[src/rtl/time_display_pkg.sv]
// Shared constants and types for the MM.SS multiplexed display.
// Segment codes are active-low in {g,f,e,d,c,b,a} order.
package time_display_pkg;

    localparam logic [6:0] SEG_0     = 7'b1000000;
    localparam logic [6:0] SEG_1     = 7'b1111001;
    localparam logic [6:0] SEG_2     = 7'b0100100;
    localparam logic [6:0] SEG_3     = 7'b0110000;
    localparam logic [6:0] SEG_4     = 7'b0011001;
    localparam logic [6:0] SEG_5     = 7'b0010010;
    localparam logic [6:0] SEG_6     = 7'b0000010;
    localparam logic [6:0] SEG_7     = 7'b1111000;
    localparam logic [6:0] SEG_8     = 7'b0000000;
    localparam logic [6:0] SEG_9     = 7'b0010000;
    localparam logic [6:0] SEG_BLANK = 7'b1111111;

    typedef logic [1:0] digit_idx_t;

    typedef logic [1:0] conv_state_t;
    localparam conv_state_t ST_IDLE = 2'd0;
    localparam conv_state_t ST_CONV = 2'd1;
    localparam conv_state_t ST_LOAD = 2'd2;

    localparam logic [6:0] MIN_MAX = 7'd99;
    localparam logic [5:0] SEC_MAX = 6'd59;

    function automatic logic [6:0] seg_encode(input logic [3:0] digit);
        logic [6:0] code;
        case (digit)
            4'd0:    code = SEG_0;
            4'd1:    code = SEG_1;
            4'd2:    code = SEG_2;
            4'd3:    code = SEG_3;
            4'd4:    code = SEG_4;
            4'd5:    code = SEG_5;
            4'd6:    code = SEG_6;
            4'd7:    code = SEG_7;
            4'd8:    code = SEG_8;
            4'd9:    code = SEG_9;
            default: code = SEG_BLANK;
        endcase
        return code;
    endfunction

endpackage

[src/rtl/time_display_bin2bcd_seq.sv]
// Sequential binary-to-BCD converter for clamped minute/second values.
// One subtract-by-10 per cycle; all digits and ovf update together in LOAD.
//
// state | meaning
// IDLE  | waiting for a pending request, snapshots inputs when one exists
// CONV  | subtracting 10 from minutes first, then seconds
// LOAD  | copying the result to the output digit registers
module bin2bcd_seq
    import time_display_pkg::*;
(
    input  logic       clk,
    input  logic       rst,
    input  logic       start,
    input  logic [6:0] minute,
    input  logic [5:0] second,
    output logic [3:0] min_tens,
    output logic [3:0] min_ones,
    output logic [3:0] sec_tens,
    output logic [3:0] sec_ones,
    output logic       ovf,
    output logic       done
);

    conv_state_t state;
    logic        pending;
    logic [6:0]  m;
    logic [5:0]  s;
    logic [3:0]  mt;
    logic [3:0]  st;
    logic        ovf_n;

    always_ff @(posedge clk) begin
        if (rst) begin
            state    <= ST_IDLE;
            pending  <= 1'b1;
            m        <= '0;
            s        <= '0;
            mt       <= '0;
            st       <= '0;
            ovf_n    <= 1'b0;
            min_tens <= '0;
            min_ones <= '0;
            sec_tens <= '0;
            sec_ones <= '0;
            ovf      <= 1'b0;
            done     <= 1'b0;
        end else begin
            done <= 1'b0;
            // A request arriving while busy stays latched until the next IDLE.
            pending <= start | (pending & (state != ST_IDLE));
            case (state)
                ST_IDLE: begin
                    if (pending) begin
                        m     <= (minute > MIN_MAX) ? MIN_MAX : minute;
                        s     <= (second > SEC_MAX) ? SEC_MAX : second;
                        ovf_n <= (minute > MIN_MAX) | (second > SEC_MAX);
                        mt    <= '0;
                        st    <= '0;
                        state <= ST_CONV;
                    end
                end
                ST_CONV: begin
                    if (m >= 7'd10) begin
                        m  <= m - 7'd10;
                        mt <= mt + 4'd1;
                    end else if (s >= 6'd10) begin
                        s  <= s - 6'd10;
                        st <= st + 4'd1;
                    end else begin
                        state <= ST_LOAD;
                    end
                end
                ST_LOAD: begin
                    min_tens <= mt;
                    min_ones <= m[3:0];
                    sec_tens <= st;
                    sec_ones <= s[3:0];
                    ovf      <= ovf_n;
                    done     <= 1'b1;
                    state    <= ST_IDLE;
                end
                default: state <= ST_IDLE;
            endcase
        end
    end

endmodule

[src/rtl/time_display.sv]
// 4-digit MM.SS multiplexed 7-segment driver with sampled BCD conversion.
// Optional: define TIME_DISPLAY_LEAD_BLANK_EN to blank a leading minute-tens zero.
module time_display
    import time_display_pkg::*;
#(
    parameter int SCAN_DIV = 4000,
    parameter int CW       = 12
) (
    input  logic       clk,
    input  logic       rst,
    input  logic [6:0] minute,
    input  logic [5:0] second,
    output logic [6:0] seg,
    output logic [3:0] an,
    output logic       dp,
    output logic       ovf,
    output logic       upd
);

    logic [CW-1:0] presc;
    digit_idx_t    idx;
    logic          tick;
    logic          frame_start;

    logic [3:0]    min_tens;
    logic [3:0]    min_ones;
    logic [3:0]    sec_tens;
    logic [3:0]    sec_ones;
    logic          conv_done;
    logic [16:0]   cur_word;
    logic [16:0]   prev_word;
    logic [3:0]    digit_sel;

    assign tick        = (presc == CW'(SCAN_DIV - 1));
    assign frame_start = tick & (idx == 2'd3);

    always_ff @(posedge clk) begin
        if (rst) begin
            presc <= '0;
            idx   <= '0;
        end else if (tick) begin
            presc <= '0;
            idx   <= idx + 2'd1;
        end else begin
            presc <= presc + CW'(1);
        end
    end

    bin2bcd_seq u_conv (
        .clk      (clk),
        .rst      (rst),
        .start    (frame_start),
        .minute   (minute),
        .second   (second),
        .min_tens (min_tens),
        .min_ones (min_ones),
        .sec_tens (sec_tens),
        .sec_ones (sec_ones),
        .ovf      (ovf),
        .done     (conv_done)
    );

    // prev_word lags one cycle, so on the done cycle it still holds the old display.
    assign cur_word = {ovf, min_tens, min_ones, sec_tens, sec_ones};

    always_ff @(posedge clk) begin
        if (rst) begin
            prev_word <= '0;
            upd       <= 1'b0;
        end else begin
            prev_word <= cur_word;
            upd       <= conv_done && (cur_word != prev_word);
        end
    end

    always_comb begin
        digit_sel = sec_ones;
        case (idx)
            2'd0:    digit_sel = sec_ones;
            2'd1:    digit_sel = sec_tens;
            2'd2:    digit_sel = min_ones;
            2'd3:    digit_sel = min_tens;
            default: digit_sel = sec_ones;
        endcase
    end

    always_comb begin
        seg = seg_encode(digit_sel);
`ifdef TIME_DISPLAY_LEAD_BLANK_EN
        if ((idx == 2'd3) && (min_tens == 4'd0)) begin
            seg = SEG_BLANK;
        end
`endif
    end

    assign an = ~(4'b0001 << idx);
    assign dp = (idx != 2'd2);

endmodule

[config.mk]
export PLATFORM = sky130hd
export DESIGN_NAME = time_display
export DESIGN_NICKNAME = d
export VERILOG_FILES = /design/src/rtl/time_display_pkg.sv /design/src/rtl/time_display_bin2bcd_seq.sv /design/src/rtl/time_display.sv
export SDC_FILE = /design/constraint.sdc
export NUM_CORES = 1
export LEC_CHECK = 0
export BUFFER_PORTS_ARGS = -buffer_cell sky130_fd_sc_hd__buf_2
export CAP_MARGIN = 10
export CORE_MARGIN = 3
export CORE_UTILIZATION = 45
export DETAILED_ROUTE_END_ITERATION = 8
export SLEW_MARGIN = 20
export SYNTH_ARGS = -nofsm -noshare
export SYNTH_HDL_FRONTEND = slang
export SYNTH_SLANG_ARGS = --single-unit
[constraint.sdc]
create_clock -name clk -period 2.4 [get_ports clk]
set_input_delay 0.24 -clock clk [delete_from_list [all_inputs] [get_ports clk]]
set_output_delay 0.24 -clock clk [all_outputs]
set_load 0.05 [all_outputs]
==> flow_summary.yaml, run 1 <==
status:
  status: "finished with violations"
  violations: "negative setup slack"
global_route:
  grt-ovfl-total: 0
  grt_max_degree: 22
  grt_pass1_wl_um: 12300
  antenna_found_initial: 0
  grt_usage_pct: 18.1
  grt_pass1_vias: 2533
logic_synthesis:
  netlist_instances: 370
  synth_mux_area_share_pct: 2.69
  syn_area_per_cell_um2: 9.32
  synth.distinct_cells: 53
  synthXorXnorAreaFrac_pct: 7.88
  synth_top_family_by_area: "simple AND/OR/NAND/NOR gates"
  synth_nets: 398
  synth-seq-cells: 75
  ys_warn_count: 0
  synthSimpleGateAreaFrac_pct: 20.4
  ys_seq_area_share_pct: 43.6
  netlist_area_um2: 3450
  synth_adder_area_share_pct: 4.72
  synth_compound_gate_area_share_pct: 16.5
placed_design:
  dp.cells: 492
  placed_area_um2: 3720
  gp_congestion: 0.784
  port_buffers: 28
  place_hpwl_um: 5190
  place_ws_ns: 0.0459
job:
  cap_violations: 0
layout:
  syn2layout_area_growth_pct: 18.6
  fin_area_um2: 4090
  drive_gt1_share_pct: 22.1
  n_antenna_cell: 0
  final_nets: 439
  final_cell_count_no_fill: 515
worst_setup_path:
  endpoint_kind: "output pin"
  timing.critical_path.from: "idx[1]"
  max_stage_delay_ns: 0.38
  cp.depth: 8
  cp_top_family: "multiplexers"
  path_cells: "ha_4 > a222oi_1 > mux2i_2 > ha_2 > mux2_4 > nor2_4 > a21oi_2 > buf_6"
  worstReg2RegStart: "u_conv.m[2]"
  crit_path_max_fanout: 5
  startpoint_type: "flip-flop"
  reg2reg_depth: 7
  crit_type: "reg2out"
  critPathBufInv: 1
  worstSetupEndpoint: "seg[6]"
  ff2ff_setup_slack_ns: 0.36
  rr_endpoint: "u_conv.st[2]"
  worstPathArrival_ns: 2.25
  worstPathRequired_ns: 2.16
  crit_slowest_cell: "a222oi_1"
clock_tree:
  numCtsBuffers: 9
  clk_pin_slew_ns: 0.08
  cts.sinks: 75
  clock_path_buffers: 2
  cts_max_level: 3
  clkLatencyLatePin_ns: 0.34
  clockRootBuffer: "clkbuf_8"
  cts_tree: "built"
  postCtsHoldBufs: 0
floorplanning:
  die_x_um: 93.5
  io_pins: 29
  die_y_um: 93.5
  initial_core_util_pct: 47.0
  coreArea_um2: 7330
  dieArea_um2: 8750
  placementRows: 31
timing:
  finalHoldViolCount: 0
  tightest_slew_ns: 0.566
  fin_worst_skew_ns: 0.0124
  fin_crit_sh_pct: 104
  post-route-min-period_ns: 2.49
  slew_headroom_pct: 62.0
  setup_viol: 5
  setup_tns_ns: -0.302
  fin_ws_ns: -0.0892
  max_freq_ghz: 0.402
  rsz0062_at_grt: "yes"
  final_max_slew_viol_count: 0
power:
  pwr_density_cell_nw_per_um2: 993
  p_leak_uw: 0.00166
  ir_drop_uv: 417
detailed_routing:
  routed_via_density: 5.26
  vias: 2708
  routed_wl_um: 7490
  initialDrtViolationCount: 100
  drt_pass1_iterations: 5
  detail-route-antenna-nets: 0
  wl_per_cell_um: 14.5
  drcViolationCount: 0
hold_path:
  hold_class: "in2reg"
  min_path_cells: 3
layout make-up:
type	instances	area [um^2]
inverters	20	77.6
fillers	705	3240
multi-input cells	260	1880
repair buffers	45	302
flip-flops and latches	75	1510
clock inverters	6	65.1
well taps	99	124
clock buffers	10	128
flip-flops by register name, summed over array words and instances, names as in the netlist, 4 cells and up:
| register | count |
|---|---|
| u_conv.mt | 4 |
| prev_word | 17 |
| presc | 12 |
| u_conv.st | 4 |
| u_conv.sec_tens | 4 |
| u_conv.min_ones | 4 |
| u_conv.s | 6 |
| u_conv.min_tens | 4 |
| u_conv.sec_ones | 4 |
| u_conv.m | 7 |
where the power goes:
| part | internal [uW] | switching [uW] | leakage (uW) |
|---|---|---|---|
| clock network | 483 | 474 | 0.0000966 |
| logic | 617 | 864 | 0.000951 |
| registers | 1430 | 189 | 0.000611 |
cells by family after synthesis:
| kind of cell | after synthesis |
|---|---|
| DFF | 75 |
| and+or+nand+nor | 132 |
| muxes | 9 |
| adders and majority gates | 13 |
| buffers and inverters | 35 |
| xor gates and xnor gates | 31 |
| AOI/OAI and AO/OA | 75 |
worst min-delay path, stage by stage:
cell,delay [ns]
buf_2,0.08
o22ai_1,0.05
nor2_1,0.07
cell usage after synthesis, drive strengths merged:
master	count	area share, %
or3	4	0.73
a22oi	1	0.22
inv	20	2.2
nand2	13	1.4
a311oi	2	0.69
a21oi	20	2.9
nand3b	4	0.87
buf	6	1.1
a222oi	4	1.2
nor2b	14	2.5
and4bb	1	0.47
clkbuf	9	0.98
mux2	2	0.65
o22ai	3	0.54
mux2i	7	2.0
dfxtp	75	44
nand2b	4	0.73
o21ai	7	1.0
nor2	42	4.9
a32oi	1	0.25
a211o	1	0.25
nand3	13	1.9
o31ai	3	0.65
xor2	19	4.8
xnor2	12	3.0
nor3b	3	0.65
a21boi	1	0.22
a211oi	3	0.80
o21a	2	0.44
or2	4	0.80
and2b	2	0.44
a21o	2	0.44
or3b	1	0.25
ha	13	4.7
o41ai	1	0.80
o211ai	2	0.44
nand4	5	0.91
and2	3	0.62
nor4	5	0.91
nor3	14	2.4
a31oi	5	1.3
o22a	17	4.3
how the worst min path moves through the flow:
stage                    from           end  slack [ns]
floorplan                 rst  prev_word[4]        0.32
global placement     presc[0]      presc[0]        0.43
detailed placement   presc[0]      presc[0]        0.44
CTS                 second[0]   u_conv.s[0]        0.11
global route        second[0]   u_conv.s[0]        0.15
finish              second[0]   u_conv.s[0]        0.13
timing repair:
action                                  CTS  global route
pin swaps                                 6             6
cloned                                    0             0
setup buffers                             4             3
gates resized for setup                  26            10
endpoints found under the setup margin    7             7
cell usage in the layout (no fill, tap or decap), drive strengths merged, types with 12 or more instances in the layout:
master,instances
xor2,19
buf,45
a21oi,20
dfxtp,75
o22a,17
nor2b,14
nand2,13
nand3,13
ha,13
xnor2,12
nor2,42
nor3,14
inv,21
metrics by stage:
step | total power [uW] | hold slack (ns) | utilization [%]
finish | 4060 | 0.132 | 55.8
global route | 4310 | 0.149 | 55.8
CTS | 4070 | 0.113 | 55.0
detailed placement | 3070 | 0.441 | 50.8
global placement | 3060 | 0.433 | 50.8
floorplan | 2720 | 0.323 | -
metal layers:
| metal | wire length [um] | up-vias | GRT usage (%) | share of wire (%) |
|---|---|---|---|---|
| met5 | 0 | - | 0 | 0 |
| met4 | 172 | 0 | 8.30 | 2.3 |
| met3 | 192 | 11 | 3.62 | 2.6 |
| met2 | 3530 | 37 | 28.5 | 47 |
| met1 | 3590 | 1273 | 23.9 | 48 |
| li1 | - | 1387 | - | - |
Note: power is estimated with default switching activity, not from simulation.
==> inputs of run 2 (changes only) <==
--- a/config.mk
+++ b/config.mk
@@ -13,4 +13,5 @@
 export SLEW_MARGIN = 20
 export SYNTH_ARGS = -nofsm -noshare
 export SYNTH_HDL_FRONTEND = slang
+export SYNTH_HIERARCHICAL = 1
 export SYNTH_SLANG_ARGS = --single-unit
==> run 2 against run 1 <==
  * Via count rose by 13%
  * Critical path depth rose by 2
  * Utilization rose by 0.50 points
  * Non-clock buffer count rose by 3
  * Largest power group unchanged
  * Combinational power fell by 16%
  * Register-to-register slack improved by 0.11 ns
  * Sequential share of layout area fell by 2.6 points
  * First-iteration DRC count rose by 63%
  * Area after synthesis rose by 6.5%
  * The run still ends with negative setup slack left
==> flow_summary.yaml, run 2 <==
floorplanning:
  placementRows: 32
  initial_core_util_pct: 47.0
  io_pins: 29
  die_y_um: 96.3
  dieArea_um2: 9280
  coreArea_um2: 7810
  die_x_um: 96.3
timing:
  max_freq_ghz: 0.381
  rsz0062_at_grt: "yes"
  holdWs_ns: 0.147
  tightest_slew_ns: 0.751
  fin_worst_skew_ns: 0.00655
  final_max_slew_viol_count: 0
  setup_viol: 7
  post-route-min-period_ns: 2.63
  slew_headroom_pct: 49.9
  finalHoldViolCount: 0
  fin_crit_sh_pct: 109
  fin_ws_ns: -0.226
logic_synthesis:
  synth_nets: 447
  netlist_instances: 419
  ys_async_sr_fraction_pct: 0
  synth.area.top_cells: "dfxtp_1 41%, xnor2_1 6.0%, nand2_1 5.6%"
  netlist_area_um2: 3670
  synth_edf_count: 0
  synth_top_area_cell: "dfxtp_1"
  synth_top_family_by_area: "simple AND/OR/NAND/NOR gates"
  synth_top_cell_area_share_pct: 40.9
  synth.most_common_cell: "dfxtp_1"
  synthSimpleGateAreaFrac_pct: 25.9
  synth_adder_area_share_pct: 4.43
  ys_warn_count: 6
  synth_compound_gate_area_share_pct: 14.8
  syn_area_per_cell_um2: 8.76
  ys.flop_type: "dfxtp_1"
  synth.distinct_cells: 68
  synth-seq-cells: 75
  synth_mux_area_share_pct: 2.62
  synthXorXnorAreaFrac_pct: 6.92
  ys_seq_area_share_pct: 40.9
  synth_commonest_cells: "75 x dfxtp_1, 55 x nand2_1, 34 x nor2_1"
worst_setup_path:
  worstPathRequired_ns: 2.16
  endpoint_kind: "output pin"
  startpoint_type: "flip-flop"
  crit_type: "reg2out"
  worstPathArrival_ns: 2.39
  crit_path_max_fanout: 5
clock_tree:
  numCtsBuffers: 9
  clkLatencyLatePin_ns: 0.34
  clock_path_buffers: 2
  cts_tree: "built"
  cts_max_level: 3
  clockRootBuffer: "clkbuf_8"
  cts.sinks: 75
  clk_pin_slew_ns: 0.08
layout:
  fin_area_um2: 4390
  final_common_cell: "dfxtp_1"
  drive_gt1_share_pct: 22.4
  largest_reg_flops: 17
  regMostFlops: "prev_word"
  most-common-layout-cells: "73 x dfxtp_1, 55 x nand2_1, 33 x nor2_1"
  largestRegisters: "prev_word: 17 flops, presc: 12 flops, u_conv/m: 7 flops"
  n_antenna_cell: 0
  syn2layout_area_growth_pct: 19.7
  final_nets: 487
detailed_routing:
  drt_pass1_iterations: 6
  initialDrtViolationCount: 163
  detail-route-antenna-nets: 0
  wl_per_cell_um: 15.3
  routed_via_density: 5.42
  vias: 3067
  drcViolationCount: 0
  routed_wl_um: 8670
global_route:
  grt_usage_pct: 19.8
  grt_pass1_vias: 2863
  antenna_found_initial: 0
  grt_max_degree: 47
  grt_pass1_wl_um: 14300
  grt-ovfl-total: 0
status:
  violations: "negative setup slack"
  status: "finished with violations"
power:
  ir_drop_uv: 492
  p_total_uw: 3780
  p_leak_uw: 0.00157
  pwr_density_cell_nw_per_um2: 859
job:
  cap_violations: 0
placed_design:
  gp_congestion: 0.776
  port_buffers: 28
  place_ws_ns: 0.107
  placed_area_um2: 3930
  place_hpwl_um: 5790
hold_path:
  hold_class: "in2reg"
run 2: cell count changes in the layout (fill, tap and decap cells not counted), sizes merged, moves of 4 or more:
cell	previous run	this run
nand4	5	12
nand2	13	55
nor2	42	34
nor2b	14	19
xnor2	12	25
nor3	14	10
a21oi	20	28
o22a	17	0
xor2	19	4
run 2: final timing paths:
| path | start | endpoint | slack (ns) | cells after the start |
|---|---|---|---|---|
| worst max-delay path | idx[0] | seg[3] | -0.23 | 10 |
| worst min register to register | u_conv/done | upd | 0.45 | 2 |
| worst max register to register | u_conv/m[1] | u_conv/s[2] | 0.47 | 7 |
| worst min-delay path | second[0] | u_conv/s[0] | 0.15 | 3 |
run 2: critical path, stage by stage (launching register included):
cell	delay [ns]
dfxtp_4	0.39
inv_4	0.05
ha_4	0.16
buf_4	0.14
a222oi_1	0.49
a21oi_4	0.15
inv_2	0.13
ha_4	0.22
nand2_1	0.05
nand3_1	0.09
buf_6	0.16
run 2: per-layer routing:
metal | GRT usage [%] | part of all wire [%]
met5 | 0 | 0
met1 | 28.0 | 50
met2 | 29.8 | 44
met4 | 7.94 | 1.9
met3 | 3.52 | 4.4
run 2: cell type report:
type,instances,area [um^2]
sequential,75,1510
multi-input combinational,305,2130
fill,739,3410
inverter,20,81.3
clock buffer,12,145
tap,102,128
clock inverter,4,50.0
timing repair buffer,48,350
run 2: power breakdown:
| group | switching (uW) | internal [uW] | total (uW) |
|---|---|---|---|
| Combinational | 759 | 478 | 1240 |
| Sequential | 175 | 1390 | 1560 |
| Clock | 469 | 508 | 977 |
run 2: metrics by stage:
step                      std cells  TNS [ns]  utilization (%)
after floorplan                 419   -0.0572                -
after global placement          536         0             50.3
after detailed placement        536         0             50.3
after CTS                       561    -0.333             55.7
after global routing            566     -2.19             56.3
final                           566     -1.42             56.3
run 2: what timing repair did:
action                     in CTS  in global routing
setup endpoints to repair       7                  7
hold buffers                    0                  0
pin swaps                       8                  4
resized for setup              44                  3
buffers inserted                9                  5
run 2: cells by family (layout without fill, tap and decap cells):
| group | Yosys count | after routing |
|---|---|---|
| simple gates | 177 | 177 |
| compound gates | 77 | 77 |
| xor+xnor | 29 | 29 |
| fa+ha+maj | 13 | 13 |
| buf+inv | 39 | 84 |
| flops | 75 | 75 |
| mux | 9 | 9 |
